===== src/rtl/des_sched_pkg.sv =====
// Shared encodings for the region scheduler and the message-counter lanes.
package des_sched_pkg;

  // Region-select width used by the lanes unless overridden.
  localparam int DES_N = 16;

  // Global campaign state codes.
  localparam logic [1:0] GS_IDLE  = 2'd0;
  localparam logic [1:0] GS_LOAD  = 2'd1;
  localparam logic [1:0] GS_ISSUE = 2'd2;
  localparam logic [1:0] GS_DRAIN = 2'd3;

  // Per-lane slot state codes.
  localparam logic [1:0] SS_FREE   = 2'd0;
  localparam logic [1:0] SS_ARMED  = 2'd1;
  localparam logic [1:0] SS_RUN    = 2'd2;
  localparam logic [1:0] SS_RETIRE = 2'd3;

  typedef enum logic [1:0] {
    G_IDLE  = GS_IDLE,
    G_LOAD  = GS_LOAD,
    G_ISSUE = GS_ISSUE,
    G_DRAIN = GS_DRAIN
  } gstate_t;

  typedef enum logic [1:0] {
    S_FREE   = SS_FREE,
    S_ARMED  = SS_ARMED,
    S_RUN    = SS_RUN,
    S_RETIRE = SS_RETIRE
  } slot_t;

endpackage


===== src/rtl/des_region_scheduler_if.sv =====
// Host and lane-facing signal bundle of the region scheduler.
interface des_region_scheduler_if
  import des_sched_pkg::*;
#(
  parameter int N         = DES_N,
  parameter int NUM_UNITS = 4
);
  logic                     start;
  logic                     abort;
  logic [N-1:0]             region_first;
  logic [N-1:0]             region_last;
  logic [NUM_UNITS-1:0]     pause_req;
  logic [NUM_UNITS-1:0]     unit_done;
  logic [NUM_UNITS-1:0]     unit_start;
  logic [NUM_UNITS-1:0]     unit_pause;
  logic [NUM_UNITS-1:0]     unit_reset_counter;
  logic [NUM_UNITS*N-1:0]   unit_region;
  logic                     busy;
  logic                     all_done;
  logic                     cfg_error;
  logic [N:0]               regions_issued;

  // Host / lane side drives requests and observes scheduler outputs.
  modport master (
    output start, abort, region_first, region_last, pause_req, unit_done,
    input  unit_start, unit_pause, unit_reset_counter, unit_region,
           busy, all_done, cfg_error, regions_issued
  );

  // Scheduler side.
  modport slave (
    input  start, abort, region_first, region_last, pause_req, unit_done,
    output unit_start, unit_pause, unit_reset_counter, unit_region,
           busy, all_done, cfg_error, regions_issued
  );
endinterface


===== src/rtl/des_rr_arbiter.sv =====
// Combinational round-robin pick: lowest requesting index at or after the pointer.
module des_rr_arbiter #(
  parameter int NUM_UNITS = 4,
  parameter int PW        = 2
) (
  input  logic [NUM_UNITS-1:0] req_i,
  input  logic [PW-1:0]        ptr_i,
  output logic [NUM_UNITS-1:0] grant_o,
  output logic                 valid_o
);

  function automatic int wrapIdx(input int base, input int k);
    int s;
    s = base + k;
    if (s >= NUM_UNITS) s = s - NUM_UNITS;
    return s;
  endfunction

  // Walk the lanes starting at the pointer and take the first request seen.
  always_comb begin
    grant_o = '0;
    valid_o = 1'b0;
    for (int k = 0; k < NUM_UNITS; k++) begin
      for (int j = 0; j < NUM_UNITS; j++) begin
        if (!valid_o && req_i[j] && (j == wrapIdx(int'(ptr_i), k))) begin
          grant_o[j] = 1'b1;
          valid_o    = 1'b1;
        end
      end
    end
  end

endmodule


===== src/rtl/des_region_scheduler.sv =====
// Campaign controller handing consecutive regions to idle DES counter lanes.
module des_region_scheduler
  import des_sched_pkg::*;
#(
  parameter int N         = DES_N,
  parameter int NUM_UNITS = 4
) (
  input logic                clk,
  input logic                rst,
  des_region_scheduler_if.slave sched_if
);

  localparam int PW = (NUM_UNITS > 1) ? $clog2(NUM_UNITS) : 1;

  gstate_t                state_q, state_d;
  slot_t                  slot_q [NUM_UNITS];
  slot_t                  slot_d [NUM_UNITS];
  logic [N:0]             nextRegion_q, nextRegion_d;
  logic [N:0]             endRegion_q, endRegion_d;
  logic [N:0]             regionInc;
  logic [PW-1:0]          ptr_q, ptr_d;
  logic [PW-1:0]          grantIdx;
  logic [NUM_UNITS-1:0]   req, grant;
  logic                   grantValid;
  logic                   startOk, startBad, abortHit, issueEn, allFree;

  logic [NUM_UNITS-1:0]   unitStart_q, unitPause_q, unitReset_q;
  logic [NUM_UNITS*N-1:0] unitRegion_q;
  logic                   busy_q, allDone_q, cfgError_q;
  logic [N:0]             regionsIssued_q;

  // Bounds are captured on the accepting start edge, so LOAD can already grant
  // and the first lane start appears two cycles after the start pulse.
  assign startOk   = sched_if.start && (state_q == G_IDLE) &&
                     (sched_if.region_last >= sched_if.region_first);
  assign startBad  = sched_if.start && (state_q == G_IDLE) &&
                     (sched_if.region_last < sched_if.region_first);
  assign abortHit  = sched_if.abort && (state_q != G_IDLE);
  assign issueEn   = ((state_q == G_LOAD) || (state_q == G_ISSUE)) && !abortHit;
  assign regionInc = nextRegion_q + 1'b1;

  // Request vector and all-free detection from the slot states.
  always_comb begin
    req     = '0;
    allFree = 1'b1;
    for (int i = 0; i < NUM_UNITS; i++) begin
      req[i] = issueEn && (slot_q[i] == S_FREE);
      if (slot_q[i] != S_FREE) allFree = 1'b0;
    end
  end

  des_rr_arbiter #(.NUM_UNITS(NUM_UNITS), .PW(PW)) u_arb (
    .req_i   (req),
    .ptr_i   (ptr_q),
    .grant_o (grant),
    .valid_o (grantValid)
  );

  // Encode the one-hot grant so the pointer can move past the granted lane.
  always_comb begin
    grantIdx = '0;
    for (int j = 0; j < NUM_UNITS; j++) begin
      if (grant[j]) grantIdx = PW'(j);
    end
  end

  // Global campaign next-state logic.
  always_comb begin
    state_d      = state_q;
    nextRegion_d = nextRegion_q;
    endRegion_d  = endRegion_q;
    ptr_d        = ptr_q;
    case (state_q)
      G_IDLE: begin
        if (startOk) begin
          state_d      = G_LOAD;
          nextRegion_d = {1'b0, sched_if.region_first};
          endRegion_d  = {1'b0, sched_if.region_last};
        end
      end
      G_LOAD, G_ISSUE: begin
        if (abortHit) begin
          state_d = G_IDLE;
        end else begin
          state_d = G_ISSUE;
          if (grantValid) begin
            nextRegion_d = regionInc;
            ptr_d = (grantIdx == PW'(NUM_UNITS - 1)) ? '0 : grantIdx + 1'b1;
            if (regionInc > endRegion_q) state_d = G_DRAIN;
          end
        end
      end
      G_DRAIN: begin
        if (abortHit || allFree) state_d = G_IDLE;
      end
      default: state_d = G_IDLE;
    endcase
  end

  // Per-lane slot next-state: grant arms, done retires, abort retires live lanes.
  always_comb begin
    for (int i = 0; i < NUM_UNITS; i++) begin
      slot_d[i] = slot_q[i];
      case (slot_q[i])
        S_FREE:   if (grant[i]) slot_d[i] = S_ARMED;
        S_ARMED:  slot_d[i] = abortHit ? S_RETIRE : S_RUN;
        S_RUN:    if (abortHit || sched_if.unit_done[i]) slot_d[i] = S_RETIRE;
        S_RETIRE: slot_d[i] = S_FREE;
        default:  slot_d[i] = S_FREE;
      endcase
    end
  end

  // State, slot and counter registers plus registered outputs.
  always_ff @(posedge clk or posedge rst) begin
    if (rst) begin
      state_q         <= G_IDLE;
      nextRegion_q    <= '0;
      endRegion_q     <= '0;
      ptr_q           <= '0;
      unitStart_q     <= '0;
      unitPause_q     <= '0;
      unitReset_q     <= '0;
      unitRegion_q    <= '0;
      busy_q          <= 1'b0;
      allDone_q       <= 1'b0;
      cfgError_q      <= 1'b0;
      regionsIssued_q <= '0;
      for (int i = 0; i < NUM_UNITS; i++) slot_q[i] <= S_FREE;
    end else begin
      state_q      <= state_d;
      nextRegion_q <= nextRegion_d;
      endRegion_q  <= endRegion_d;
      ptr_q        <= ptr_d;
      for (int i = 0; i < NUM_UNITS; i++) begin
        slot_q[i]      <= slot_d[i];
        unitStart_q[i] <= (slot_d[i] == S_ARMED);
        unitReset_q[i] <= (slot_d[i] == S_RETIRE);
        unitPause_q[i] <= sched_if.pause_req[i] && (slot_d[i] == S_RUN);
        if (grant[i]) unitRegion_q[i*N +: N] <= nextRegion_q[N-1:0];
      end
      busy_q     <= (state_d != G_IDLE);
      cfgError_q <= startBad;
      if (startOk) begin
        allDone_q <= 1'b0;
      end else if ((state_q == G_DRAIN) && (state_d == G_IDLE) && !abortHit) begin
        allDone_q <= 1'b1;
      end
      if (startOk) begin
        regionsIssued_q <= '0;
      end else if (grantValid) begin
        regionsIssued_q <= regionsIssued_q + 1'b1;
      end
    end
  end

  assign sched_if.unit_start         = unitStart_q;
  assign sched_if.unit_pause         = unitPause_q;
  assign sched_if.unit_reset_counter = unitReset_q;
  assign sched_if.unit_region        = unitRegion_q;
  assign sched_if.busy               = busy_q;
  assign sched_if.all_done           = allDone_q;
  assign sched_if.cfg_error          = cfgError_q;
  assign sched_if.regions_issued     = regionsIssued_q;

endmodule

===== src/flat_wrapper.sv =====
// flat-port wrapper written by rule: the top's interface ports become plain ports
module des_region_scheduler_flat import des_sched_pkg::*;
#(
  parameter int N         = DES_N,
  parameter int NUM_UNITS = 4
)
  (clk, rst, sched_if_start, sched_if_abort, sched_if_region_first, sched_if_region_last, sched_if_pause_req, sched_if_unit_done, sched_if_unit_start, sched_if_unit_pause, sched_if_unit_reset_counter, sched_if_unit_region, sched_if_busy, sched_if_all_done, sched_if_cfg_error, sched_if_regions_issued);
  des_region_scheduler_if #(.N(N), .NUM_UNITS(NUM_UNITS)) sched_if_i ();
  input logic clk;
  input logic rst;
  input wire logic [$bits(sched_if_i.start)-1:0] sched_if_start;
  input wire logic [$bits(sched_if_i.abort)-1:0] sched_if_abort;
  input wire logic [$bits(sched_if_i.region_first)-1:0] sched_if_region_first;
  input wire logic [$bits(sched_if_i.region_last)-1:0] sched_if_region_last;
  input wire logic [$bits(sched_if_i.pause_req)-1:0] sched_if_pause_req;
  input wire logic [$bits(sched_if_i.unit_done)-1:0] sched_if_unit_done;
  output wire logic [$bits(sched_if_i.unit_start)-1:0] sched_if_unit_start;
  output wire logic [$bits(sched_if_i.unit_pause)-1:0] sched_if_unit_pause;
  output wire logic [$bits(sched_if_i.unit_reset_counter)-1:0] sched_if_unit_reset_counter;
  output wire logic [$bits(sched_if_i.unit_region)-1:0] sched_if_unit_region;
  output wire logic [$bits(sched_if_i.busy)-1:0] sched_if_busy;
  output wire logic [$bits(sched_if_i.all_done)-1:0] sched_if_all_done;
  output wire logic [$bits(sched_if_i.cfg_error)-1:0] sched_if_cfg_error;
  output wire logic [$bits(sched_if_i.regions_issued)-1:0] sched_if_regions_issued;
  assign sched_if_i.start = sched_if_start;
  assign sched_if_i.abort = sched_if_abort;
  assign sched_if_i.region_first = sched_if_region_first;
  assign sched_if_i.region_last = sched_if_region_last;
  assign sched_if_i.pause_req = sched_if_pause_req;
  assign sched_if_i.unit_done = sched_if_unit_done;
  assign sched_if_unit_start = sched_if_i.unit_start;
  assign sched_if_unit_pause = sched_if_i.unit_pause;
  assign sched_if_unit_reset_counter = sched_if_i.unit_reset_counter;
  assign sched_if_unit_region = sched_if_i.unit_region;
  assign sched_if_busy = sched_if_i.busy;
  assign sched_if_all_done = sched_if_i.all_done;
  assign sched_if_cfg_error = sched_if_i.cfg_error;
  assign sched_if_regions_issued = sched_if_i.regions_issued;
  des_region_scheduler #(.N(N), .NUM_UNITS(NUM_UNITS)) u_core (.clk(clk), .rst(rst), .sched_if(sched_if_i));
endmodule

===== config.mk =====
export PLATFORM = sky130hd
export DESIGN_NAME = des_region_scheduler_flat
export DESIGN_NICKNAME = d
export VERILOG_FILES = /design/src/rtl/des_sched_pkg.sv /design/src/rtl/des_region_scheduler_if.sv /design/src/rtl/des_rr_arbiter.sv /design/src/rtl/des_region_scheduler.sv /design/src/flat_wrapper.sv
export SDC_FILE = /design/constraint.sdc
export NUM_CORES = 1
export LEC_CHECK = 0
export ABC_CLOCK_PERIOD_IN_PS = 6600
export CAP_MARGIN = 20
export CORE_ASPECT_RATIO = 0.8
export CORE_MARGIN = 4
export CORE_UTILIZATION = 41
export DETAILED_ROUTE_END_ITERATION = 10
export HOLD_SLACK_MARGIN = 0.06
export PLACE_DENSITY = 0.78
export SLEW_MARGIN = 30
export SYNTH_ARGS = -nofsm -noshare
export SYNTH_HDL_FRONTEND = slang
export SYNTH_SLANG_ARGS = --single-unit

===== constraint.sdc =====
create_clock -name clk -period 6.6 [get_ports clk]
set_input_delay 1.98 -clock clk [delete_from_list [all_inputs] [get_ports clk]]
set_output_delay 1.98 -clock clk [all_outputs]
set_load 0.01 [all_outputs]

==> results.sh <==
export IMPL_outcome="complete, no violations"
export IMPL_min_period_over_period_pct=71.6
export IMPL_ioPinCount=140
export IMPL_synth_edff_count=0
export IMPL_crit_type="input port to flop"
export IMPL_wire_per_inst_um=18.1
export IMPL_grt_pass1_wl_um=29800
export IMPL_met1_usage_pct=27.3
export IMPL_design_die_area_um2=19600
export IMPL_viasPerCell=5.24
export IMPL_relSlewSlack_pct=36.2
export IMPL_syn_nets=758
export IMPL_start_util_pct=42.6
export IMPL_slowest_delay_ps=900
export IMPL_holdBufCountCts=0
export IMPL_h_tree_depth=4
export IMPL_antenna_found_initial=0
export IMPL_cts_tree="yes"
export IMPL_slew_viol_final=0
export IMPL_fmax_mhz=212
export IMPL_postSynthAreaPerCell_um2=10.8
export IMPL_final_util_pct=55.8
export IMPL_synthDistinctLibCells=56
export IMPL_crit_buf_inv=3
export IMPL_grt_use_met3_pct=8.74
export IMPL_routed_wirelength_um=18500
export IMPL_met2_usage_pct=27.2
export IMPL_cp_required_ps=6940
export IMPL_hold_depth=1
export IMPL_critPathMostFrequentCell="a21oi_1"
export IMPL_cp_start_kind="input port"
export IMPL_mostFrequentLayoutCell="dfrtp_1"
export IMPL_core_rowCount=42
export IMPL_gp_congestion=0.867
export IMPL_drt_iter0_markers=334
export IMPL_post_dp_cell_area_um2=8750
export IMPL_clock_latency_ps=420
export IMPL_seq_power_share_pct=31.5
export IMPL_power_share_clock_pct=20.8
export IMPL_worstPathCellList="clkdlybuf4s50_1, inv_1, ha_1, nand2_1, nor2_1, nand3_1, or3_1, a311oi_4, buf_4, a21oi_1, a21oi_1"
export IMPL_ys_warn_count=0
export IMPL_grt_max_degree=107
export IMPL_drive_gt1_share_pct=14.3
export IMPL_cp_top_family="compound AO/OA/AOI/OAI gates"
export IMPL_core_area_um2=16800
export IMPL_antennaDiodeCount=0
export IMPL_synthArstFlopShare_pct=100
export IMPL_worst_path_stages=11
export IMPL_clockBufferDepth=2
export IMPL_synth_ff_type="dfrtp_1"
export IMPL_crit_slowest_cell="a311oi_4"
export IMPL_synth_cells=662
export IMPL_cp_end_kind="flop"
export IMPL_finClkSkew_ps=9.17
export IMPL_cts_buffers=17
export IMPL_clk_pin_slew_ps=60
export IMPL_post_cts_resized=0
export IMPL_dp_hpwl_um=13300
export IMPL_drc=0
export IMPL_power_density_nw_per_um2=534
export IMPL_setup_viol_count_final=0
export IMPL_min_path_type="flop to flop"
export IMPL_die_w_um=156
export IMPL_layout_common_cells="dfrtp_1 (141), clkdlybuf4s50_1 (139), mux2_2 (67)"
export IMPL_ir_drop_uv=265
export IMPL_tns_ps=0
export IMPL_p_int_mw=3.12
export IMPL_p_leak_nw=4.17
export IMPL_area_growth_pct=31.1
export IMPL_path_max_fanout=22
export IMPL_power_switching_mw=1.89
export IMPL_synth_seq_area_share_pct=49.3
export IMPL_total_power_mw=5.01
export IMPL_firstDrtPassIters=4
export IMPL_grt_busiest_layer="met1"
export IMPL_cp_data_arrival_time_ps=5070
export IMPL_design_area_um2=9380
export IMPL_fin_nets=889
export IMPL_grt_usage_pct=19.4
export IMPL_grt_pass1_vias=5464
export IMPL_cts_root_buf="clkbuf_16"
export IMPL_comb_power_share_pct=47.7
export IMPL_die_h_um=126
export IMPL_tightest_slew_ps=957
export IMPL_hold_viol=0
export IMPL_clock_sinks=141
export IMPL_fin_crit_ps=4720
export IMPL_overflow=0
export IMPL_ys_ff_latch=141
export IMPL_rsz0062_at_grt="false"
export IMPL_antenna_left=0
export IMPL_cts_setup_buffers=0
export IMPL_syn_area_um2=7160
export IMPL_dpl_cell_count=994
export IMPL_cap_violations=0
export IMPL_io_buffers=139
export IMPL_switching_share_pct=37.7
export IMPL_vias=5362
export IMPL_r2r_cells=13
export IMPL_finalNonFillerCells=1023
[power by group through the flow]
stage / registers (mW) / clock network, mW / logic, mW
after floorplan: 1.56 / 0 / 1.45
after CTS: 1.58 / 1.06 / 2.40
after global routing: 1.64 / 1.10 / 2.63
final: 1.58 / 1.04 / 2.39
after global placement: 1.57 / 0 / 2.33
after detailed placement: 1.59 / 0 / 2.38
[final timing paths]
path	startpoint	end	slack [ps]
worst max-delay path	sched_if_region_first[15]	u_core.nextRegion_q[13]$_DFFE_PP0P_	1880
worst min-delay path	u_core.sched_if.unit_region[52]$_DFFE_PP0N_	u_core.sched_if.unit_region[52]$_DFFE_PP0N_	500
worst max register to register	u_core.nextRegion_q[2]$_DFFE_PP0P_	u_core.sched_if.busy$_DFF_PP0_	2610
worst min register to register	u_core.sched_if.unit_region[52]$_DFFE_PP0N_	u_core.sched_if.unit_region[52]$_DFFE_PP0N_	500
max in group asynchronous	rst	u_core.endRegion_q[11]$_DFFE_PP0P_	3520
min in group asynchronous	rst	u_core.sched_if.unit_reset_counter[0]$_DFF_PP0_	2090
[per-stage QoR]
stage                     setup WS, ps  hold slack, ps
after floorplan                    839             487
after global placement            1540             487
after detailed placement          1480             496
after CTS                         1910             507
after global routing              1650             526
final                             1880             503
[logic make-up after synthesis]
| kind of cell | count (synthesis) | share of synthesized area [%] |
|---|---|---|
| muxes | 77 | 12.0 |
| adders and majority gates | 52 | 9.09 |
| DFF | 141 | 49.3 |
| AOI/OAI and AO/OA | 101 | 8.76 |
| xor gates and xnor gates | 30 | 3.67 |
| buffers and inverters | 90 | 5.14 |
| and+or+nand+nor | 171 | 12.1 |
[layout make-up]
class                           count  area [µm²]
Sequential cell                   141        3530
Clock buffer                       19         443
Multi-Input combinational cell    431        3290
Fill cell                        1455        7430
Clock inverter                     10         190
Inverter                           58         225
Tap cell                          220         275
Timing Repair Buffer              144        1430
[routing by layer]
layer / wire (µm) / vias up
li1: - / 2542
met1: 8720 / 2630
met2: 7750 / 177
met3: 1880 / 13
met4: 196 / 0
met5: 0 / -
[registers in the layout (all words and copies together), names as in the netlist]
signal and cells:
u_core.sched_if.regions_issued 17, u_core.sched_if.busy 1, u_core.slot_q 8, u_core.sched_if.unit_region 64
u_core.sched_if.all_done 1, u_core.endRegion_q 16, u_core.sched_if.cfg_error 1, u_core.sched_if.unit_pause 4
u_core.nextRegion_q 17, u_core.sched_if.unit_reset_counter 4, u_core.ptr_q 2, u_core.sched_if.unit_start 4
u_core.state_q 2
[synth_stat cells, drive strengths merged, types with 2 or more instances]
cell type  count  share of area, %
a211o          2              0.24
a211oi         2              0.28
a21boi         2              0.21
a21oi         31               2.2
a2bb2oi        2              0.24
and2           3              0.26
and3          12               1.1
and4           7              0.86
buf           17               1.3
clkbuf        15              0.79
dfrtp        141                49
ha            52               9.1
inv           58               3.0
mux2          67                11
mux2i         10               1.5
nand2         55               2.9
nand2b         6              0.52
nand3         20               1.5
nand4         11              0.96
nor2          34               1.8
nor2b          6              0.52
nor3           8              0.56
nor4           2              0.38
o211ai         2              0.21
o21a           2              0.21
o21ai         34               2.4
o22ai         10              0.96
o31a           3              0.37
or3            3              0.26
xnor2         12               1.5
xor2          18               2.2
Power figures use the tool's default switching activity.
